==> src/rtl/pwm_pkg.sv <==
// Shared widths, channel-settings bundle and compare saturation for the multi-channel PWM.
package pwm_pkg;
    localparam int PWM_W  = 8;
    localparam int PWM_W1 = PWM_W + 1;
    localparam int PWM_W2 = PWM_W + 2;

    typedef struct packed {
        logic [PWM_W-1:0] duty;
        logic [PWM_W-1:0] min_duty;
        logic             en;
        logic             inv;
    } ch_cfg_t;

    // min(duty + min_duty, period + 1); the sum is widened first so it cannot wrap
    function automatic logic [PWM_W2-1:0] sat_cmp(input logic [PWM_W-1:0]  duty,
                                                  input logic [PWM_W-1:0]  min_duty,
                                                  input logic [PWM_W1-1:0] period);
        logic [PWM_W1-1:0] sum;
        logic [PWM_W2-1:0] lim;
        sum = {1'b0, duty} + {1'b0, min_duty};
        lim = {1'b0, period} + PWM_W2'(1);
        return ({1'b0, sum} < lim) ? {1'b0, sum} : lim;
    endfunction
endpackage

==> src/rtl/pwm_multi_controller_channel.sv <==
// One PWM channel: active compare/enable/polarity registers and the registered output pin.
module pwm_channel
    import pwm_pkg::*;
(
    input  logic              clk_i,
    input  logic              rst_i,
    input  logic              xfer_i,
    input  logic [PWM_W2-1:0] cmp_i,
    input  logic              en_i,
    input  logic              inv_i,
    input  logic [PWM_W1-1:0] cnt_i,
    output logic              pwm_o
);
    logic [PWM_W2-1:0] cmp_q;
    logic              en_q;
    logic              inv_q;
    logic              pwm_q;
    logic              pwm_d;

    assign pwm_d = (en_q & ({1'b0, cnt_i} < cmp_q)) ^ inv_q;

    always_ff @(posedge clk_i or posedge rst_i) begin
        if (rst_i) begin
            cmp_q <= '0;
            en_q  <= 1'b0;
            inv_q <= 1'b0;
            pwm_q <= 1'b0;
        end else begin
            pwm_q <= pwm_d;
            if (xfer_i) begin
                cmp_q <= cmp_i;
                en_q  <= en_i;
                inv_q <= inv_i;
            end
        end
    end

    assign pwm_o = pwm_q;
endmodule

==> src/rtl/pwm_multi_controller.sv <==
// N-channel fan PWM with a shared period counter and boundary-synchronous setting updates.
// Macro PWM_CENTER_ALIGNED_EN selects up/down counting. COUNTER_BITWIDTH must equal pwm_pkg::PWM_W.
module pwm_multi_controller
    import pwm_pkg::*;
#(
    parameter int COUNTER_BITWIDTH = PWM_W,
    parameter int CHANNELS         = 4
) (
    input  logic                                 clk_i,
    input  logic                                 rst_i,
    input  logic                                 clk_en_i,
    input  logic                                 load_i,
    input  logic [CHANNELS*COUNTER_BITWIDTH-1:0] duty_i,
    input  logic [CHANNELS*COUNTER_BITWIDTH-1:0] min_duty_i,
    input  logic [COUNTER_BITWIDTH:0]            period_i,
    input  logic [CHANNELS-1:0]                  ch_en_i,
    input  logic [CHANNELS-1:0]                  invert_i,
    output logic                                 pending_o,
    output logic                                 period_end_o,
    output logic [CHANNELS-1:0]                  pwm_o
);
    localparam int         W       = COUNTER_BITWIDTH;
    localparam logic [W:0] CNT_ONE = {{W{1'b0}}, 1'b1};

    logic [W:0] cnt_q, cnt_d;
    logic [W:0] period_q;
    logic [W:0] pend_period_q;
    logic       pending_q;
    logic       period_end_q;
    logic       boundary;
    logic       xfer;
    logic [W:0] xfer_period;
    ch_cfg_t    in_cfg      [CHANNELS];
    ch_cfg_t    pend_cfg_q  [CHANNELS];
    ch_cfg_t    xfer_cfg    [CHANNELS];
`ifdef PWM_CENTER_ALIGNED_EN
    logic       dir_q, dir_d;
`endif

    always_comb begin
        for (int k = 0; k < CHANNELS; k++) begin
            in_cfg[k] = '{duty:     duty_i[k*W +: W],
                          min_duty: min_duty_i[k*W +: W],
                          en:       ch_en_i[k],
                          inv:      invert_i[k]};
        end
    end

`ifdef PWM_CENTER_ALIGNED_EN
    // Both end points are held for one tick, giving 2*(period+1) ticks per period.
    always_comb begin
        cnt_d    = cnt_q;
        dir_d    = dir_q;
        boundary = 1'b0;
        if (clk_en_i) begin
            if (period_q == '0) begin
                boundary = 1'b1;
            end else if (!dir_q) begin
                if (cnt_q == period_q) dir_d = 1'b1;
                else                   cnt_d = cnt_q + CNT_ONE;
            end else if (cnt_q == '0) begin
                boundary = 1'b1;
                dir_d    = 1'b0;
            end else begin
                cnt_d = cnt_q - CNT_ONE;
            end
            if (boundary) cnt_d = '0;
        end
    end
`else
    always_comb begin
        cnt_d    = cnt_q;
        boundary = clk_en_i && (cnt_q == period_q);
        if (clk_en_i) cnt_d = boundary ? '0 : cnt_q + CNT_ONE;
    end
`endif

    // A load on the boundary bypasses the pending stage.
    assign xfer        = boundary && (load_i || pending_q);
    assign xfer_period = load_i ? period_i : pend_period_q;

    always_comb begin
        for (int k = 0; k < CHANNELS; k++) begin
            xfer_cfg[k] = load_i ? in_cfg[k] : pend_cfg_q[k];
        end
    end

    always_ff @(posedge clk_i or posedge rst_i) begin
        if (rst_i) begin
            cnt_q         <= '0;
            period_q      <= '0;
            pend_period_q <= '0;
            pending_q     <= 1'b0;
            period_end_q  <= 1'b0;
            for (int k = 0; k < CHANNELS; k++) pend_cfg_q[k] <= '0;
`ifdef PWM_CENTER_ALIGNED_EN
            dir_q         <= 1'b0;
`endif
        end else begin
            cnt_q        <= cnt_d;
            period_end_q <= boundary;
`ifdef PWM_CENTER_ALIGNED_EN
            dir_q        <= dir_d;
`endif
            if (xfer) period_q <= xfer_period;
            if (boundary) begin
                pending_q <= 1'b0;
            end else if (load_i) begin
                pending_q     <= 1'b1;
                pend_period_q <= period_i;
                pend_cfg_q    <= in_cfg;
            end
        end
    end

    for (genvar k = 0; k < CHANNELS; k++) begin : g_ch
        logic [PWM_W2-1:0] cmp_d;
        assign cmp_d = sat_cmp(xfer_cfg[k].duty, xfer_cfg[k].min_duty, xfer_period);

        pwm_channel u_ch (
            .clk_i  (clk_i),
            .rst_i  (rst_i),
            .xfer_i (xfer),
            .cmp_i  (cmp_d),
            .en_i   (xfer_cfg[k].en),
            .inv_i  (xfer_cfg[k].inv),
            .cnt_i  (cnt_q),
            .pwm_o  (pwm_o[k])
        );
    end

    assign pending_o    = pending_q;
    assign period_end_o = period_end_q;
endmodule

==> config.mk <==
export PLATFORM = sky130hd
export DESIGN_NAME = pwm_multi_controller
export DESIGN_NICKNAME = d
export VERILOG_FILES = /design/src/rtl/pwm_pkg.sv /design/src/rtl/pwm_multi_controller_channel.sv /design/src/rtl/pwm_multi_controller.sv
export SDC_FILE = /design/constraint.sdc
export NUM_CORES = 1
export LEC_CHECK = 0
export ABC_AREA = 1
export CAP_MARGIN = 20
export CORE_UTILIZATION = 60
export CTS_BUF_LIST = sky130_fd_sc_hd__clkbuf_8
export CTS_CLUSTER_DIAMETER = 50
export DETAILED_ROUTE_END_ITERATION = 8
export DONT_BUFFER_PORTS = 1
export PLACE_DENSITY_LB_ADDON = 0.05
export SYNTH_ARGS = -nofsm -noshare
export SYNTH_HDL_FRONTEND = slang
export SYNTH_SLANG_ARGS = --single-unit
==> constraint.sdc <==
create_clock -name clk_i -period 4.4 [get_ports clk_i]
set_clock_uncertainty 0.2 [all_clocks]
set_input_delay 0 -clock clk_i [delete_from_list [all_inputs] [get_ports clk_i]]
set_output_delay 0 -clock clk_i [all_outputs]
set_load 0.02 [all_outputs]
## Yosys cells after proc, flatten, opt, wreduce, memory -nomap -nowiden

Cells that the tools add are included.

| word-level totals | value |
|---|---|
| output and inout port bits | 6 |
| word-level logic and storage cells | 78 |
| register bits after elaboration | 153 |

| operators by class | value |
|---|---|
| bitwise logic cells | 9 |
| $add $sub $neg | 6 |
| equality and inequality tests | 1 |
| multiplexer cells | 12 |
| reduce and logical (&&, ||, !) cells | 5 |
| order comparisons | 8 |

Operators with widths:

| kind | number |
|---|---|
| 9-bit by 10-bit less-than comparator with 1-bit output | 8 |
| 18-bit 2-to-1 mux | 4 |
| 10-bit 2-to-1 mux | 4 |
| 8-bit by 8-bit adder with 9-bit output | 4 |
| 9-bit 2-to-1 mux | 2 |
| 9-bit by 1-bit adder with 10-bit output (second input constant) | 1 |
| 9-bit by 1-bit adder with 9-bit output (second input constant) | 1 |
| 9-bit equality test | 1 |
| 1-bit bitwise AND | 4 |
| 1-bit bitwise XOR | 4 |
| 1-bit logical AND | 2 |
| 1-bit 2-to-1 mux | 2 |
| 2-bit AND reduction | 1 |
| 2-bit nonzero test | 1 |
| 1-bit logical OR | 1 |
| 1-bit NOT | 1 |

## Longest topological paths before layout

| logic depth | value |
|---|---|
| word-level depth | 4 |
| mapped depth | 26 |

## Hierarchy

From an unflattened synthesis, not the netlist that was laid out.

| unflattened totals | value |
|---|---|
| cell total of the unflattened synthesis | 1,528 |
| area, all modules | 10,669.0 µm² |

By module, submodules not included:

| module | seq. area each (µm²) | area each (µm²) | times used | cells an instance |
|---|---|---|---|---|
| pwm_multi_controller | 2,527.4 | 7,766.2 | 1 | 1,176 |
| pwm_channel | 325.3 | 725.7 | 4 | 88 |

## Worst setup path before layout

OpenSTA, ideal clock, no wires.

| timing path | value |
|---|---|
| kind | in2reg |
| start | input port load_i |
| end | register g_ch[3].u_ch.cmp_q[8] |
| data arrival time | 3.084 ns |
| stages on the path | 26 |
| path slack | 0.999 ns |
| setup time | 0.117 ns |
| cells stage by stage | buf_6 > buf_12 > buf_2 > buf_2 > buf_1 > nand2_1 > o21ai_0 > ha_1 > a21oi_1 > nand2_1 > nand3_1 > nand2_1 > xnor2_1 > inv_1 > ha_1 > nand2_1 > inv_1 > nor2_1 > o21a_1 > nand2_1 > nand2_1 > nand2_2 > nand2_8 > nand2_2 > nand3_1 > nand2_1 |

| between the ends | value |
|---|---|
| cells in the longest elaborated chain, start to end | 4 |
| elaborated cells between the ends (all ways) | 8 |
| those cells by class | add/sub (2); order compare (1); mux (3); reduce/logical (2) |

RTL lines:

| element | RTL line | text |
|---|---|---|
| start, declared | pwm_multi_controller.sv:12 | `input logic load_i,` |
| 9-bit 2-to-1 mux or 18-bit 2-to-1 mux (tied branches) | -- |  |
| 9-bit by 1-bit adder with 10-bit output or 8-bit by 8-bit adder with 9-bit output (tied branches) | pwm_pkg.sv:21, pwm_pkg.sv:20 |  |
| 9-bit by 10-bit less-than comparator with 1-bit output | pwm_pkg.sv:22 | `return ({1'b0, sum} < lim) ? {1'b0, sum} : lim;` |
| 10-bit 2-to-1 mux | pwm_pkg.sv:22 |  |
| end signal, assigned | pwm_multi_controller_channel.sv:31 | `cmp_q <= cmp_i;` |
| end, declared | pwm_multi_controller_channel.sv:14 | `logic [PWM_W2-1:0] cmp_q;` |

Parallel ways exist; a longest one is shown, timed or not.
A chain may end at the register's enable or synchronous reset.

## Worst setup path in the final report

| timing path | value |
|---|---|
| start | register cnt_q[3] |
| end | register pend_cfg_q[3] (netlist name) |

| between the ends | value |
|---|---|
| cells in the longest elaborated chain, start to end | 4 |

RTL lines:

| element | RTL line | text |
|---|---|---|
| start, declared | pwm_multi_controller.sv:25 | `logic [W:0] cnt_q, cnt_d;` |
| start signal, assigned | pwm_multi_controller.sv:100 | `cnt_q <= cnt_d;` |
| 9-bit equality test | pwm_multi_controller.sv:73 | `boundary = clk_en_i && (cnt_q == period_q);` |
| 1-bit logical AND | pwm_multi_controller.sv:73 |  |
| 1-bit NOT (no line) | -- |  |
| 2-bit AND reduction (no line) | -- |  |
| end signal, assigned | pwm_multi_controller.sv:111 | `pend_cfg_q <= in_cfg;` |
| end, declared | pwm_multi_controller.sv:34 | `ch_cfg_t pend_cfg_q [CHANNELS];` |

No other way between the ends.

==> impl_metrics.toml <==
[worst_setup_path]
start_kind = "flip-flop"
ff2ff_setup_slack_ps = 510
r2r_cells = 13
crit_path_start = "cnt_q[3]"
worstPathRequired_ps = 4560
r2r-start = "cnt_q[3]"
cp_max_fo = 42
crit_end = "pend_cfg_q[3]"
crit_type = "flip-flop to flip-flop"
worstReg2RegEnd = "pend_cfg_q[3]"
crit_path_end_kind = "flip-flop"
crit_arrival_ps = 4050

[power_and_ir_drop]
ir_drop_mv = 0.296
clock_power_share = 0.232
swShare = 0.403
power.density_mw_per_mm2 = 361
p_comb_frac = 0.392
seqPwrFrac = 0.376
p_sw_mw = 1.85
p_int_mw = 2.74
power.leakage_nw = 6.42

[yosys]
syn_nets = 1622
yosysWarnings = 0
synth.yosys.seq_area_share = 0.357
synth-edff-count = 0
syn_area_per_cell_um2 = 7.47
yosys.cell_types.count = 41
syn_inst = 1435
synth-seq-cells = 153
syn-cell-area_mm2 = 0.0107
synth_ff_type = "dfrtp_1"
synth-async-reset-ratio = 1.00

[layout]
fillers = 1337
antenna_cells = 0
area_growth_pct = 18.5
multi_input_area_mm2 = 0.00586
seqCellArea_mm2 = 0.00383
drive_gt1_frac = 0.0755
nets = 1750

[detailed_routing]
routed_wirelength_mm = 29.1
drt_iter0_drc = 696
viasPerCell = 5.48
drcViolationCount = 0
wl_per_cell_um = 16.1
ant_nets = 0
drt-pass1-iter-count = 5
vias = 9869

[global_route]
antenna_found_initial = 0
grt-ovfl-total = 0
grtUsageTotal = 0.332
first_global_vias = 9625
grt_max_degree = 106
grt_pass1_wl_mm = 46.8

[clocking]
cts_tree = "done"
clock_latency_ps = 470
clkTransAtPathRegs_ps = 100
cts_sinks = 153
clk_path_buf_depth = 2
h-tree-depth = 4
postCtsSetupBuffers = 0
cts_made_buffers = 17
root_buffer = "clkbuf_8"

[floorplan]
fp-row-count = 48
die_w_um = 136
core_mm2 = 0.0174
die_area_mm2 = 0.0184
ioPinCount = 91
start_util = 0.618
die_y_um = 136

[timing]
period_share = 0.885
period_needed_ps = 3890
hold_ws_ps = 16.7
hold_violations = 0
fmax_mhz = 257
max_slew_margin = 0.457
setup_viol = 0
rsz0062_at_grt = "false"
max_slew.worst_pin.slew_ps = 813
tns_ps = 0
drv_slew = 0

[run]
cap_violations = 0

[placement]
dpl.hpwl_mm = 18.0
port_buffers = 0
gp_congestion = 0.862

[status]
status = "finished, final reports clean"

[worst_hold_path]
holdCritPathClass = "input pin to flip-flop"
-- critical path: stages, from the launching register on --
cell and delay, ps:
dfrtp_1 640, inv_2 110, nand2_1 100, o21ai_1 60, nor2_1 100, nand2_1 70, nor2_1 110, nand2_2 150
nand2_4 240, clkinv_2 550, nand2_1 240, dlygate4sd3_1 560, nand2_1 60, dlygate4sd3_1 570
-- metal layers --
layer  up-vias  global-route usage  wire (um)
li1       4874                   -          -
met1      4642               0.432      12800
met2       301               0.550      13800
met3        52              0.0456       1640
met4         0               0.143        924
met5         -                   0          0
-- final cells by class --
type,instances,area share
clock inverter,14,0.00984
timing repair buffer,161,0.128
sequential,153,0.301
inverter,194,0.0578
tap,225,0.0222
multi-input combinational,1036,0.461
clock buffer,18,0.0195
-- synth_stat cells (2+ instances only) --
library cell | n | area, um2
o31ai_1 | 3 | 22.5
nand2_2 | 46 | 288
o211ai_1 | 4 | 30.0
a21oi_1 | 51 | 255
o21ai_2 | 6 | 52.6
buf_12 | 2 | 40.0
inv_2 | 8 | 30.0
nand3_1 | 105 | 526
or2_2 | 3 | 18.8
xor2_1 | 17 | 149
buf_6 | 5 | 56.3
and3_1 | 4 | 25.0
buf_2 | 13 | 65.1
ha_1 | 98 | 1230
buf_4 | 6 | 45.0
nor2_4 | 4 | 45.0
dfrtp_1 | 153 | 3830
xnor2_1 | 13 | 114
xor2_2 | 2 | 32.5
fa_1 | 4 | 80.1
buf_1 | 6 | 22.5
clkbuf_1 | 20 | 75.1
o21bai_1 | 3 | 22.5
o21a_1 | 11 | 82.6
nand2_8 | 4 | 80.1
o21ai_1 | 68 | 340
o21ai_0 | 77 | 385
nor3_1 | 15 | 75.1
a21boi_0 | 5 | 37.5
nand2_1 | 406 | 1520
a2bb2oi_1 | 2 | 17.5
nor2_1 | 58 | 218
a21o_1 | 7 | 52.6
inv_1 | 186 | 698
nand4_1 | 14 | 87.6
-- cells in the final DEF (no fill, tap or decap), types with 2 or more instances in the layout --
master / instances
nand2_8: 4
buf_4: 7
xor2_1: 17
o31ai_1: 3
a21o_1: 7
nor3_1: 15
o21ai_2: 6
clkinv_2: 2
a21boi_0: 5
o21ai_1: 68
nand2_2: 46
a21oi_1: 51
nor2_1: 58
o21a_1: 11
nor2_4: 4
o21ai_0: 77
clkinv_4: 3
inv_1: 187
nand2_1: 406
o211ai_1: 4
nand3_1: 105
a2bb2oi_1: 2
buf_12: 2
or2_2: 3
inv_6: 4
and3_1: 4
nand4_1: 14
clkbuf_8: 18
inv_2: 7
ha_1: 98
dlygate4sd3_1: 151
o21bai_1: 3
xnor2_1: 13
dfrtp_1: 153
xor2_2: 2
fa_1: 4
clkinvlp_4: 4
-- per-stage QoR --
| step | instance area (um2) | power [mW] | setup WS [ps] | instances | utilization |
|---|---|---|---|---|---|
| 6_report | 12700 | 4.59 | 507 | 1801 | 0.732 |
| 5_1_grt | 12700 | 4.93 | 249 | 1801 | 0.732 |
| 4_1_cts | 12700 | 4.58 | 651 | 1801 | 0.732 |
| 2_1_floorplan | 10700 | 3.01 | 78.6 | 1435 | - |
| 3_3_place_gp | 10800 | 3.34 | 1160 | 1616 | 0.621 |
| 3_5_place_dp | 10800 | 3.38 | 1130 | 1616 | 0.621 |
-- power groups by stage --
| stage | sequential (mW) | combinational (mW) | clock [mW] |
|---|---|---|---|
| 6_report | 1.73 | 1.80 | 1.07 |
| 2_1_floorplan | 1.66 | 1.35 | 0 |
| 4_1_cts | 1.72 | 1.78 | 1.08 |
| 3_5_place_dp | 1.75 | 1.64 | 0 |
| 5_1_grt | 1.74 | 2.05 | 1.14 |
| 3_3_place_gp | 1.75 | 1.59 | 0 |
-- worst min path at each step --
stage	slack, ps	startpoint	depth (start not counted)	to
finish	20	min_duty_i[13]	3	pend_cfg_q[43]
global route	30	min_duty_i[13]	3	pend_cfg_q[43]
CTS	0.4	min_duty_i[13]	3	pend_cfg_q[43]
detailed placement	-150	rst_i	1	g_ch[1].u_ch.pwm_o
global placement	-160	rst_i	1	period_end_o
floorplan	-100	clk_en_i	1	cnt_q[0]
-- cell families (layout without fill, tap and decap cells) --
kind of cell / count (synthesis) / after routing / share of synthesized area
flops: 153 / 153 / 0.357
buf+inv: 246 / 387 / 0.0963
fa+ha+maj: 102 / 102 / 0.122
compound gates: 239 / 239 / 0.123
xor+xnor: 32 / 32 / 0.0275
simple gates: 663 / 663 / 0.274
-- state kept, by name, summed over array words and instances, names as in the netlist --
| register | count |
|---|---|
| cnt_q | 9 |
| g_ch.u_ch.cmp_q | 40 |
| g_ch.u_ch.en_q | 4 |
| g_ch.u_ch.inv_q | 4 |
| g_ch.u_ch.pwm_o | 4 |
| pend_cfg_q | 72 |
| pend_period_q | 9 |
| pending_o | 1 |
| period_end_o | 1 |
| period_q | 9 |
-- repair_timing --
action                     in CTS  in global routing
setup endpoints to repair       0                  0
hold buffers                  153                  0
hold endpoints to repair      232                  0
gates resized for setup         0                  0
(Power assumes the default switching activity.)
